$ cat src/rtl/address_generator_pkg.sv
// Shared definitions for the SRAM address generator: operation modes, controller
// states, ciphertext row length and small elaboration-time helpers.
package address_generator_pkg;

    typedef enum logic [1:0] {
        MODE_ENCRYPT  = 2'b00,
        MODE_DECRYPT  = 2'b01,
        MODE_ADD      = 2'b10,
        MODE_MULTIPLY = 2'b11
    } mode_e;

    typedef enum logic [1:0] {
        ST_IDLE  = 2'b00,
        ST_RUN   = 2'b01,
        ST_DRAIN = 2'b10
    } state_e;

    localparam int DEFAULT_DIMENSION = 10;
    // A ciphertext row holds DIMENSION mask words plus one body word.
    localparam int ROW_LEN = DEFAULT_DIMENSION + 1;

    function automatic int row_len(input int dimension);
        return dimension + 1;
    endfunction

    function automatic int max_int(input int a, input int b);
        return (a > b) ? a : b;
    endfunction

    function automatic int width_of(input int n);
        return (n <= 2) ? 1 : $clog2(n);
    endfunction

endpackage

$ cat src/rtl/address_generator_addr_seq_counter.sv
// Nested outer/inner counter with runtime limits; the inner index wraps to zero
// and bumps the outer index, both wrap together after the final position.
module addr_seq_counter
    import address_generator_pkg::*;
#(
    parameter int OUTER_W = 5,
    parameter int INNER_W = 4
) (
    input  logic               clk,
    input  logic               rst_n,
    input  logic               clear_i,
    input  logic               advance_i,
    input  logic [OUTER_W-1:0] outer_max_i,
    input  logic [INNER_W-1:0] inner_max_i,
    output logic [OUTER_W-1:0] outer_o,
    output logic [INNER_W-1:0] inner_o,
    output logic               inner_last_o,
    output logic               outer_last_o
);

    logic [OUTER_W-1:0] outer_q, outer_d;
    logic [INNER_W-1:0] inner_q, inner_d;

    assign inner_last_o = (inner_q == inner_max_i);
    assign outer_last_o = (outer_q == outer_max_i);
    assign outer_o      = outer_q;
    assign inner_o      = inner_q;

    always_comb begin
        outer_d = outer_q;
        inner_d = inner_q;
        if (clear_i) begin
            outer_d = '0;
            inner_d = '0;
        end else if (advance_i) begin
            if (inner_last_o) begin
                inner_d = '0;
                outer_d = outer_last_o ? '0 : outer_q + 1'b1;
            end else begin
                inner_d = inner_q + 1'b1;
            end
        end
    end

    always_ff @(posedge clk or negedge rst_n) begin
        if (!rst_n) begin
            outer_q <= '0;
            inner_q <= '0;
        end else begin
            outer_q <= outer_d;
            inner_q <= inner_d;
        end
    end

endmodule

$ cat src/rtl/address_generator.sv
// Walks operand SRAM regions for LWE encrypt/decrypt/add/multiply, issuing one read
// per ready cycle and tagging each returned word with row/column/operand metadata.
module address_generator
    import address_generator_pkg::*;
#(
    parameter int  DIMENSION  = ROW_LEN - 1,
    parameter int  BIG_N      = 30,
    parameter int  ADDR_WIDTH = 10,
    localparam int ROW_LEN_P  = row_len(DIMENSION),
    localparam int ROW_W      = width_of(max_int(BIG_N, ROW_LEN_P)),
    localparam int COL_W      = width_of(ROW_LEN_P)
) (
    input  logic                  clk,
    input  logic                  rst_n,
    input  logic                  start,
    input  logic                  abort,
    input  logic [1:0]            mode,
    input  logic [ADDR_WIDTH-1:0] op1_base_addr,
    input  logic [ADDR_WIDTH-1:0] op2_base_addr,
    input  logic                  ready,
    output logic                  sram_rd_en,
    output logic [ADDR_WIDTH-1:0] sram_addr,
    output logic                  data_valid,
    output logic [ROW_W-1:0]      row,
    output logic [COL_W-1:0]      col,
    output logic                  op_select,
    output logic                  last,
    output logic                  busy,
    output logic                  done
);

    // Inner index must reach ROW_LEN for multiply (one op1 word + ROW_LEN op2 words).
    localparam int IW = width_of(ROW_LEN_P + 1);

    state_e                state_q;
    logic                  done_q;
    mode_e                 mode_q;
    logic [ADDR_WIDTH-1:0] op1_q;
    logic [ADDR_WIDTH-1:0] op2_q;

    logic                  dv_q;
    logic                  last_q;
    logic                  op_sel_q;
    logic [ROW_W-1:0]      row_q;
    logic [COL_W-1:0]      col_q;

    logic                  issue;
    logic                  seq_last;
    logic                  inner_last;
    logic                  outer_last;
    logic [ROW_W-1:0]      outer_cnt;
    logic [ROW_W-1:0]      outer_max;
    logic [IW-1:0]         inner_cnt;
    logic [IW-1:0]         inner_max;

    logic [ADDR_WIDTH-1:0] addr_d;
    logic [ROW_W-1:0]      row_d;
    logic [COL_W-1:0]      col_d;
    logic                  op_sel_d;

    assign issue    = (state_q == ST_RUN) && ready;
    assign seq_last = inner_last && outer_last;

    addr_seq_counter #(
        .OUTER_W (ROW_W),
        .INNER_W (IW)
    ) u_counter (
        .clk          (clk),
        .rst_n        (rst_n),
        .clear_i      (state_q != ST_RUN),
        .advance_i    (issue),
        .outer_max_i  (outer_max),
        .inner_max_i  (inner_max),
        .outer_o      (outer_cnt),
        .inner_o      (inner_cnt),
        .inner_last_o (inner_last),
        .outer_last_o (outer_last)
    );

    // Loop bounds per mode: outer index is row (or column for add), inner is word slot.
    always_comb begin
        outer_max = '0;
        inner_max = '0;
        case (mode_q)
            MODE_ENCRYPT: begin
                outer_max = ROW_W'(BIG_N - 1);
                inner_max = IW'(DIMENSION);
            end
            MODE_DECRYPT: begin
                inner_max = IW'(DIMENSION);
            end
            MODE_ADD: begin
                outer_max = ROW_W'(DIMENSION);
                inner_max = IW'(1);
            end
            default: begin
                outer_max = ROW_W'(DIMENSION);
                inner_max = IW'(ROW_LEN_P);
            end
        endcase
    end

    // Address and tags of the word issued this cycle; sums wrap at ADDR_WIDTH.
    always_comb begin
        addr_d   = op1_q;
        row_d    = outer_cnt;
        col_d    = COL_W'(inner_cnt);
        op_sel_d = 1'b0;
        case (mode_q)
            MODE_ENCRYPT: begin
                addr_d = op1_q + ADDR_WIDTH'(outer_cnt) * ADDR_WIDTH'(ROW_LEN_P)
                               + ADDR_WIDTH'(inner_cnt);
            end
            MODE_DECRYPT: begin
                addr_d = op1_q + ADDR_WIDTH'(inner_cnt);
                row_d  = '0;
            end
            MODE_ADD: begin
                op_sel_d = inner_cnt[0];
                addr_d   = (inner_cnt[0] ? op2_q : op1_q) + ADDR_WIDTH'(outer_cnt);
                row_d    = '0;
                col_d    = COL_W'(outer_cnt);
            end
            default: begin
                if (inner_cnt == '0) begin
                    addr_d = op1_q + ADDR_WIDTH'(outer_cnt);
                    col_d  = '0;
                end else begin
                    op_sel_d = 1'b1;
                    addr_d   = op2_q + ADDR_WIDTH'(inner_cnt - IW'(1));
                    col_d    = COL_W'(inner_cnt - IW'(1));
                end
            end
        endcase
    end

    always_ff @(posedge clk or negedge rst_n) begin
        if (!rst_n) begin
            state_q <= ST_IDLE;
            done_q  <= 1'b0;
            mode_q  <= MODE_ENCRYPT;
            op1_q   <= '0;
            op2_q   <= '0;
        end else begin
            done_q <= 1'b0;
            if (abort) begin
                state_q <= ST_IDLE;
            end else begin
                case (state_q)
                    ST_IDLE: begin
                        // The done cycle still counts as busy, so start is refused then.
                        if (start && !done_q) begin
                            state_q <= ST_RUN;
                            mode_q  <= mode_e'(mode);
                            op1_q   <= op1_base_addr;
                            op2_q   <= op2_base_addr;
                        end
                    end
                    ST_RUN: begin
                        if (issue && seq_last) begin
                            state_q <= ST_DRAIN;
                        end
                    end
                    ST_DRAIN: begin
                        state_q <= ST_IDLE;
                        done_q  <= 1'b1;
                    end
                    default: state_q <= ST_IDLE;
                endcase
            end
        end
    end

    // One-cycle read latency: tags follow the issue by exactly one cycle.
    always_ff @(posedge clk or negedge rst_n) begin
        if (!rst_n) begin
            dv_q     <= 1'b0;
            last_q   <= 1'b0;
            op_sel_q <= 1'b0;
            row_q    <= '0;
            col_q    <= '0;
        end else begin
            dv_q     <= issue;
            last_q   <= issue && seq_last && !abort;
            op_sel_q <= issue ? op_sel_d : 1'b0;
            row_q    <= issue ? row_d : '0;
            col_q    <= issue ? col_d : '0;
        end
    end

    assign sram_rd_en = issue;
    assign sram_addr  = issue ? addr_d : '0;
    assign data_valid = dv_q;
    assign row        = row_q;
    assign col        = col_q;
    assign op_select  = op_sel_q;
    assign last       = last_q;
    assign busy       = (state_q != ST_IDLE) || done_q;
    assign done       = done_q;

endmodule
$ cat config.mk
export PLATFORM = sky130hd
export DESIGN_NAME = address_generator
export DESIGN_NICKNAME = d
export VERILOG_FILES = /design/src/rtl/address_generator_pkg.sv /design/src/rtl/address_generator_addr_seq_counter.sv /design/src/rtl/address_generator.sv
export SDC_FILE = /design/constraint.sdc
export NUM_CORES = 1
export LEC_CHECK = 0
export ABC_CLOCK_PERIOD_IN_PS = 7660
export CORE_MARGIN = 2
export CORE_UTILIZATION = 45
export DETAILED_ROUTE_END_ITERATION = 7
export PLACE_DENSITY = 0.65
export SYNTH_ARGS = -nofsm -noshare
export SYNTH_HDL_FRONTEND = slang
export SYNTH_SLANG_ARGS = --single-unit
$ cat constraint.sdc
create_clock -name clk -period 7.66 [get_ports clk]
set_clock_uncertainty 0.2 [all_clocks]
set_input_delay 1.149 -clock clk [delete_from_list [all_inputs] [get_ports clk]]
set_output_delay 1.149 -clock clk [all_outputs]
set_load 0.03 [all_outputs]
* Word level (Yosys, flattened, before mapping) *
Cells that the tools add are included.

cells by class
  equality and inequality tests = 9
  add/sub/neg operators = 10
  multiplexer cells = 27
  bitwise gates (word level) = 1
  reduce and logical (&&, ||, !) cells = 19
  divide/modulo/power cells = 0
  shift-type cells = 0
  order comparisons = 0
  multiply operators = 1

operators with widths
  cell                   number
  $mux W10               3
  $mux W5                6
  $pmux W10 S3           1
  $add A10 B4 Y10        2
  $add A10 B5 Y10        2
  $mux W4                5
  $pmux W4 S2            2
  $add A10 B10 Y10       1
  $add A10 B9 Y10        1
  $pmux W5 S2            1
  $mul A5 B4 Y9 const B  1
  $mux W2                3
  $reduce_bool A2 Y1     3
  $add A5 B1 Y5 const B  1
  $eq A5 B5 Y1           1
  $logic_and A1 B1 Y1    5
  $sub A4 B1 Y5 const B  1
  $add A4 B1 Y4 const B  1
  $eq A2 B1 Y1 const B   2
  $eq A2 B2 Y1 const B   2
  $eq A4 B4 Y1           1
  $logic_not A2 Y1       2
  $logic_not A4 Y1       1
  $mux W1                4
  12 further kinds       15

word-level totals
  bits in read-only memories = 0
  memory bits (writable) = 0
  flip-flop bits (word level) = 46
  bits in latches = 0
  output and inout bits = 25
  bits of input ports = 27
  logic and storage cells = 79
  memories = 0

* Longest topological paths before layout *
Gate-level depths: netlist (run 1).

  depth after elaboration = 9
  mapped depth = 16
  gate-level depth less buffers = 15

* Hierarchy *
Synthesis (run 1) repeated with hierarchy kept, for this count alone.

unflattened totals
  cells, all modules = 501
  area total of the unflattened synthesis = 4,665.7 um^2

by module, submodules not included
  module             times used  area an instance (um^2)  seq. area each (um^2)  cells an instance
  address_generator  1           4,055.1                  925.9                  437
  addr_seq_counter   1           610.6                    225.2                  64

* Least setup slack after synthesis (run 1) *
Ideal clock, no wire load.

  kind = register -> output
  start = register u_counter.outer_q[2], in the netlist u_counter.outer_o[2]
  end = output port sram_addr[7]
  arrival = 4.141 ns
  stages on the path, launching flop included = 15
  buffers on the path = 0
  slack = 2.170 ns
  required time = 6.311 ns
  cell sequence = dfrtp_1 -> inv_1 -> fa_1 -> inv_1 -> ha_1 -> inv_1 -> fa_1 -> inv_1 -> ha_1 -> a21o_1 -> a41oi_1 -> o21ai_0 -> xor2_1 -> a2111oi_0 -> a2111oi_1

between the ends
  cells in the longest elaborated chain, start to end = 5
  elaborated cells on any way between the ends = 8
  classes of those cells = 4 x add/sub; 1 x mul; 3 x mux

RTL lines
  what                    RTL line                                  RTL
  start, declared         address_generator_addr_seq_counter.sv:21  logic [OUTER_W-1:0] outer_q, outer_d;
  start signal, assigned  address_generator_addr_seq_counter.sv:50  outer_q <= outer_d;
  $mul A5 B4 Y9           address_generator.sv:111                  addr_d = op1_q + ADDR_WIDTH'(outer_cnt) * ADDR_WIDTH'(ROW_LEN_P)
  $add A10 B9 Y10         address_generator.sv:111
  $add A10 B4 Y10         address_generator.sv:112                  + ADDR_WIDTH'(inner_cnt);
  $pmux W10 S3 *          address_generator.sv:109                  case (mode_q)
  $mux W10 *              address_generator.sv:192                  assign sram_addr = issue ? addr_d : '0;
  end, declared           address_generator.sv:22                   output logic [ADDR_WIDTH-1:0] sram_addr,

Mark *: on every way between the ends. The rest lies on a longest branch, timed or not.

* Worst setup path in the final report (run 1) *
  start = register u_counter.outer_q[2], in the netlist u_counter.outer_o[2]
  end = output port sram_addr[6]

The elaborated chain is that of the path after synthesis.

==> impl_results.md, run 1 <==
* Drt first pass iters at 5
* Crit start category: register
* P_leak at about 2.4 nW
* H-tree levels at 2
* Wire per inst at between 15 and 20 um
* DRC at 0
* Hold Violations, Final at 0
* EDFF count, synth at 0
* Most Frequent Cell on Critical Path: inv_1
* Setup crit end kind: output pin
* IO Port Bufs at about 50
* Post-synthesis sequential area ratio at 0.251
* R2R Setup Slk at between 5 and 6 ns
* Top cells by area, synth: dfrtp_1, ha_1, fa_1
* First-pass GRT wire length at about 21 mm
* Final Cycle Share at 0.819
* GR Overflow Total at 0
* Max cap viols at 0
* Max Slew Vio Count at 0
* Syn Nets at about 590
* Fill cells at 961
* HP Class: register to register
* Core box area at about 0.0098 mm2
* YS warnings at 0
* Share of the synthesized area in the top cell type at 0.251
* I/O Pins at 52
* Cell Area, Placed at a little over 0.005 mm2
* TNS Setup at 0 ns
* Outcome: completed
* Pwr Total at between 1.5 and 2 mW
* CP Data Required Time at approximately 6.3 ns
* Drt total wl at around 13 mm
* CTS sink cnt at 46
* # diodes at 0
* F_max at between 0.15 and 0.2 GHz
* CTS Buf Count at 5
* Fraction of layout cells with a size suffix above 1 at 0.0858
* Die area at approximately 0.011 mm2
* Worst skew pair latency at approximately 0.31 ns
* Yosys reg bits at 46
* Max stage delay on crit path at 0.72 ns
* PD cells at 310 mW/mm2
* Deepest clock path buffer count at 2
* CP Cell Sequence: inv_1 -> fa_1 -> inv_1 -> ha_1 -> inv_1 -> fa_1 -> inv_1 -> ha_1 -> fa_1 -> a21o_1 -> a31oi_1 -> a31oi_1 -> o221a_2 -> a211oi_1 -> clkdlybuf4s50_1
* Nets at around 630
* Post-synth top flop: dfrtp_1
* Dpl ws at 1.76 ns
* Synth area leader: dfrtp_1
* Vias/cell at 5.78
* Fin cells at between 600 and 700
* Peak VDD IR at 0.162 mV
* Row Count at 36
* Die Ht at about 100 um
* Netlist Area Pre-Place at 0.00458 mm2
* Slew HR at 0.301
* Fraction of registers with async set/reset at 1.00
* Vias in the first global route at a little under 4k
* PostCTS Resize Cnt at 0
* Worst Slack Setup Final at ~1.4 ns
* GRT Total Usage at 0.236
* Multi-input logic area at 0.00313 mm2
* Post-DP HPWL at 9.61 mm
* Period minus WS final at about 6.3 ns
* Critical path class: register to output pin
* Antenna violations before repair at 0
* Final Setup Violations at 0
* Cells after synthesis at between 400 and 500
* Starting density of the core at 0.467
* CTS root buf: clkbuf_8
* RSZ-0062 raised after global routing: no
* CTS tree: yes
* GPL Wtd Cong at 0.948
* Post-synthesis cell type count at 65
* Worst-Margin Slew at ~1.0 ns
* Hold Slack at between 0.3 and 0.4 ns
* FF+latch area at 0.00115 mm2
* Final core utilization at 0.537
* Largest net degree at the start of global routing at between 40 and 50
* Arrival time at the worst endpoint at 4.93 ns
* Final Instance Area at 0.00527 mm2
* Number of routed nets with antenna violations at 0
* CTS clock-pin slew for the worst setup and hold paths at approximately 0.10 ns
* Hold buffer count at CTS at 0
* Worst-path fanout max at 10
* Setup bufs post-CTS at 0
* Starting DRC count in detailed routing at 191
* Die Wd at 105 um
* Vias at 3866
* Mean area per synthesized cell at slightly above 9 um2
* DP Cell Count at between 600 and 700
* Synthesis-to-finish area growth at 15.1%
* CP max-delay cell: clkdlybuf4s50_1
-- final timing paths --
check / startpoint / cells after the start / endpoint
max: u_counter.outer_o[2] / 15 / sram_addr[6]
min: state_q[0] / 1 / done
max reg2reg: mode_q[1] / 8 / u_counter.outer_o[2]
min reg2reg: state_q[0] / 1 / done
max in group asynchronous: rst_n / 1 / u_counter.inner_o[3]
min in group asynchronous: rst_n / 1 / op1_q[4]
-- logic make-up (layout without fill, tap and decap cells) --
group	count (synthesis)	after routing	synth area share
AOI/OAI and AO/OA	136	136	0.197
buffers and inverters	67	112	0.0664
DFF	46	46	0.251
xor gates and xnor gates	32	32	0.0612
muxes	32	32	0.0928
and+or+nand+nor	111	111	0.123
adders and majority gates	67	67	0.209
-- synthesized netlist by cell type, types with 3 or more instances --
cell type	count
a211oi_1	15
a21o_1	9
a21oi_1	26
a221oi_1	5
and2_1	4
and3_1	5
buf_2	4
clkbuf_1	8
dfrtp_1	46
fa_1	16
ha_1	51
inv_1	49
mux2_2	8
mux2_4	19
mux2i_1	5
nand2_1	31
nand2b_1	5
nand3_1	5
nand4_1	3
nor2_1	23
nor2b_1	7
nor3_1	9
nor3b_1	4
nor4_1	3
o2111ai_1	3
o211ai_1	4
o21ai_0	36
o22ai_1	3
o31ai_1	6
or2_2	3
or4_1	3
xnor2_1	21
xor2_1	11
-- critical path, delay by kind of cell, from the launching register on --
kind / cells / cell delay (ns)
buffers and inverters: 5 / 1.05
adders and majority gates: 5 / 1.94
AOI/OAI and AO/OA: 5 / 1.06
DFF: 1 / 0.56
-- state kept, by name (all words and copies together) (netlist names) --
signal / flops
u_counter.outer_o: 5
data_valid: 1
op_select: 1
row: 5
u_counter.inner_o: 4
last: 1
op2_q: 10
col: 4
op1_q: 10
mode_q: 2
done: 1
state_q: 2
-- routing by layer --
layer  wire length (um)  up-vias  GRT usage
li1                   -     1852          -
met1               6060     1881      0.348
met2               5740      121      0.369
met3                634       12     0.0349
met4                143        0     0.0467
met5                  0        -          0
-- where the power goes --
group          internal [mW]  switching [mW]
registers              0.295          0.0998
clock network         0.0976          0.0922
logic                  0.459           0.592
total                  0.852           0.784
-- layout make-up --
type / count / area share
flip-flops and latches: 46 / 0.218
multi-input cells: 378 / 0.593
repair buffers: 55 / 0.102
inverters: 49 / 0.0349
clock inverters: 2 / 0.00712
clock buffers: 6 / 0.0138
well taps: 133 / 0.0316
-- layout by cell type, fill, tap and decap left out, types with 3 or more instances in the layout --
master           netlist  final
nor4_1                 3      3
o22ai_1                3      3
inv_1                 49     49
nand2b_1               5      5
clkdlybuf4s50_1        0     50
a21oi_1               26     26
mux2_2                 8      8
and3_1                 5      5
nand3_1                5      5
nor3_1                 9      9
xnor2_1               21     21
nor2b_1                7      7
a211oi_1              15     15
nor2_1                23     23
nand2_1               31     31
buf_4                  2      4
o31ai_1                6      6
ha_1                  51     51
a221oi_1               5      5
or4_1                  3      3
and2_1                 4      4
dfrtp_1               46     46
o211ai_1               4      4
or2_2                  3      3
clkbuf_8               0      5
nor3b_1                4      4
o21ai_0               36     36
xor2_1                11     11
mux2i_1                5      5
a21o_1                 9      9
mux2_4                19     19
nand4_1                3      3
o2111ai_1              3      3
fa_1                  16     16
(Power assumes the default switching activity.)
==> run 2, diff against run 1 <==
Settings changed: ABC_CLOCK_PERIOD_IN_PS 7660 to 5300, PLACE_DENSITY 0.65 to 0.68.
Clock period 7.66 ns to 5.3 ns, I/O delays scaled along.
==> impl_results.md, run 2 (synthesis gave the netlist of run 1 again) <==
* Depth of the most critical reg-to-reg path at 8
* Wire per inst at between 15 and 20 um
* Vias in the first global route at 4000
* Vias/cell at 5.75
* Number of routed nets with antenna violations at 0
* R2r endpoint: u_counter.outer_o[2]
* IO Port Bufs at between 50 and 60
* Worst Slack Setup Final at between 0.15 and 0.2 ns
* R2R Setup Slk at 2.78 ns
* GRT Total Usage at 0.236
* Pwr Total at roughly 2.4 mW
* Worst-path fanout max at 9
* F_max at roughly 0.20 GHz
* GR Overflow Total at 0
* Outcome: completed
* Synthesis-to-finish area growth at 18.0%
* P_leak at 2.52 nW
* Die Ht at 105 um
* Hold EP: done
* Arrival time at the worst endpoint at 4.11 ns
* Row Count at 36
* Starting DRC count in detailed routing at roughly 200
* Core box area at around 0.01 mm2
* FF+latch area at about 0.0012 mm2
* Hold Startpoint: state_q[0]
* Final core utilization at 0.551
* Post-DP HPWL at around 9.6 mm
* Nets at ~650
* Crit start category: register
* Drt total wl at ~12 mm
* CTS root buf: clkbuf_8
* DRC at 0
* Most frequent cells in the layout: ha_1, inv_1, dfrtp_1
* TNS Setup at 0 ns
* Final Setup Violations at 0
* CP Data Required Time at around 4.3 ns
* Starting density of the core at 0.467
* CP max-delay cell: fa_1
* Hold buffer count at CTS at 0
* Hold Path Cell Cnt at 1
* CTS sink cnt at 46
* Setup bufs post-CTS at 0
* Multi-input logic area at roughly 0.0031 mm2
* CTS Buf Count at 5
* Die Wd at 105 um
* Peak VDD IR at 0.299 mV
* Drt first pass iters at 5
* Dpl ws at between 0.05 and 0.06 ns
* Largest net degree at the start of global routing at 47
* Max cap viols at 0
* Final Cycle Share at 0.962
* CTS clock-pin slew for the worst setup and hold paths at ~0.090 ns
* # diodes at 0
* Critical path class: register to output pin
* Max Slew Vio Count at 0
* HP Class: register to register
* I/O Pins at 52
* Antenna violations before repair at 0
* First-pass GRT wire length at about 20 mm
* Hold Slack at a little under 0.3 ns
* Vias at just under 4k
* CTS tree: yes
* PostCTS Resize Cnt at 4
* Period minus WS final at about 5.1 ns
* CP Cell Sequence: buf_4 -> ha_1 -> fa_1 -> inv_1 -> fa_1 -> inv_1 -> ha_1 -> a41oi_1 -> o21ai_0 -> xor2_1 -> a2111oi_1 -> a2111oi_1 -> buf_4
* Hold Violations, Final at 0
* Deepest clock path buffer count at 2
* Setup crit end kind: output pin
* RSZ-0062 raised after global routing: no
* Commonest non-fill, non-tap cell in the layout: ha_1
* PD cells at roughly 440 mW/mm2
* Fill cells at 948
* Slew HR at 0.296
* Top flop regs: op1_q: 10 flops, op2_q: 10 flops
* H-tree levels at 2
* Fraction of layout cells with a size suffix above 1 at 0.128
* Max stage delay on crit path at around 0.5 ns
* Crit Reg-Reg Startpoint: mode_q[1]
* GPL Wtd Cong at around 0.93
* Die area at roughly 0.011 mm2
* Worst skew pair latency at approximately 0.32 ns
* Worst-Margin Slew at ~1.1 ns
run 2: metal layers:
layer	routed length, um	track usage	part of all wire
met1	5800	0.339	0.47
met2	5570	0.355	0.45
met3	663	0.0343	0.053
met4	412	0.0952	0.033
met5	0	0	0
run 2: worst max path at each step:
stage                              start            to  cells past startpoint
detailed placement              op1_q[2]  sram_addr[8]                     15
CTS                             op1_q[2]  sram_addr[8]                     15
global placement                op1_q[2]  sram_addr[8]                     15
floorplan           u_counter.outer_o[2]  sram_addr[7]                     14
finish              u_counter.outer_o[2]  sram_addr[7]                     13
global route        u_counter.outer_o[2]  sram_addr[7]                     13
run 2: per-stage QoR:
step,instances,area (um2)
floorplan,491,4580
global placement,679,5290
detailed placement,679,5290
CTS,687,5400
global route,687,5410
finish,687,5410
run 2: final cells by class:
class	instances	area share
clock buffers	5	0.0127
clock inverters	3	0.00740
inverters	49	0.0340
multi-input cells	378	0.581
flip-flops and latches	46	0.213
well taps	133	0.0308
repair buffers	73	0.121
run 2: report_power, final:
| group | switching (mW) | leakage [nW] | internal (mW) |
|---|---|---|---|
| Clock | 0.132 | 0.0579 | 0.139 |
| Sequential | 0.106 | 0.588 | 0.428 |
| Combinational | 0.897 | 1.87 | 0.695 |
| Total | 1.14 | 2.52 | 1.26 |
run 2: worst max-delay path: cells and delay by family, from the launching register on:
family                     cells  cell delay (ns)
adders and majority gates      4             1.69
xor gates and xnor gates       1             0.17
DFF                            1             0.38
AOI/OAI and AO/OA              4             1.05
buffers and inverters          4             0.48
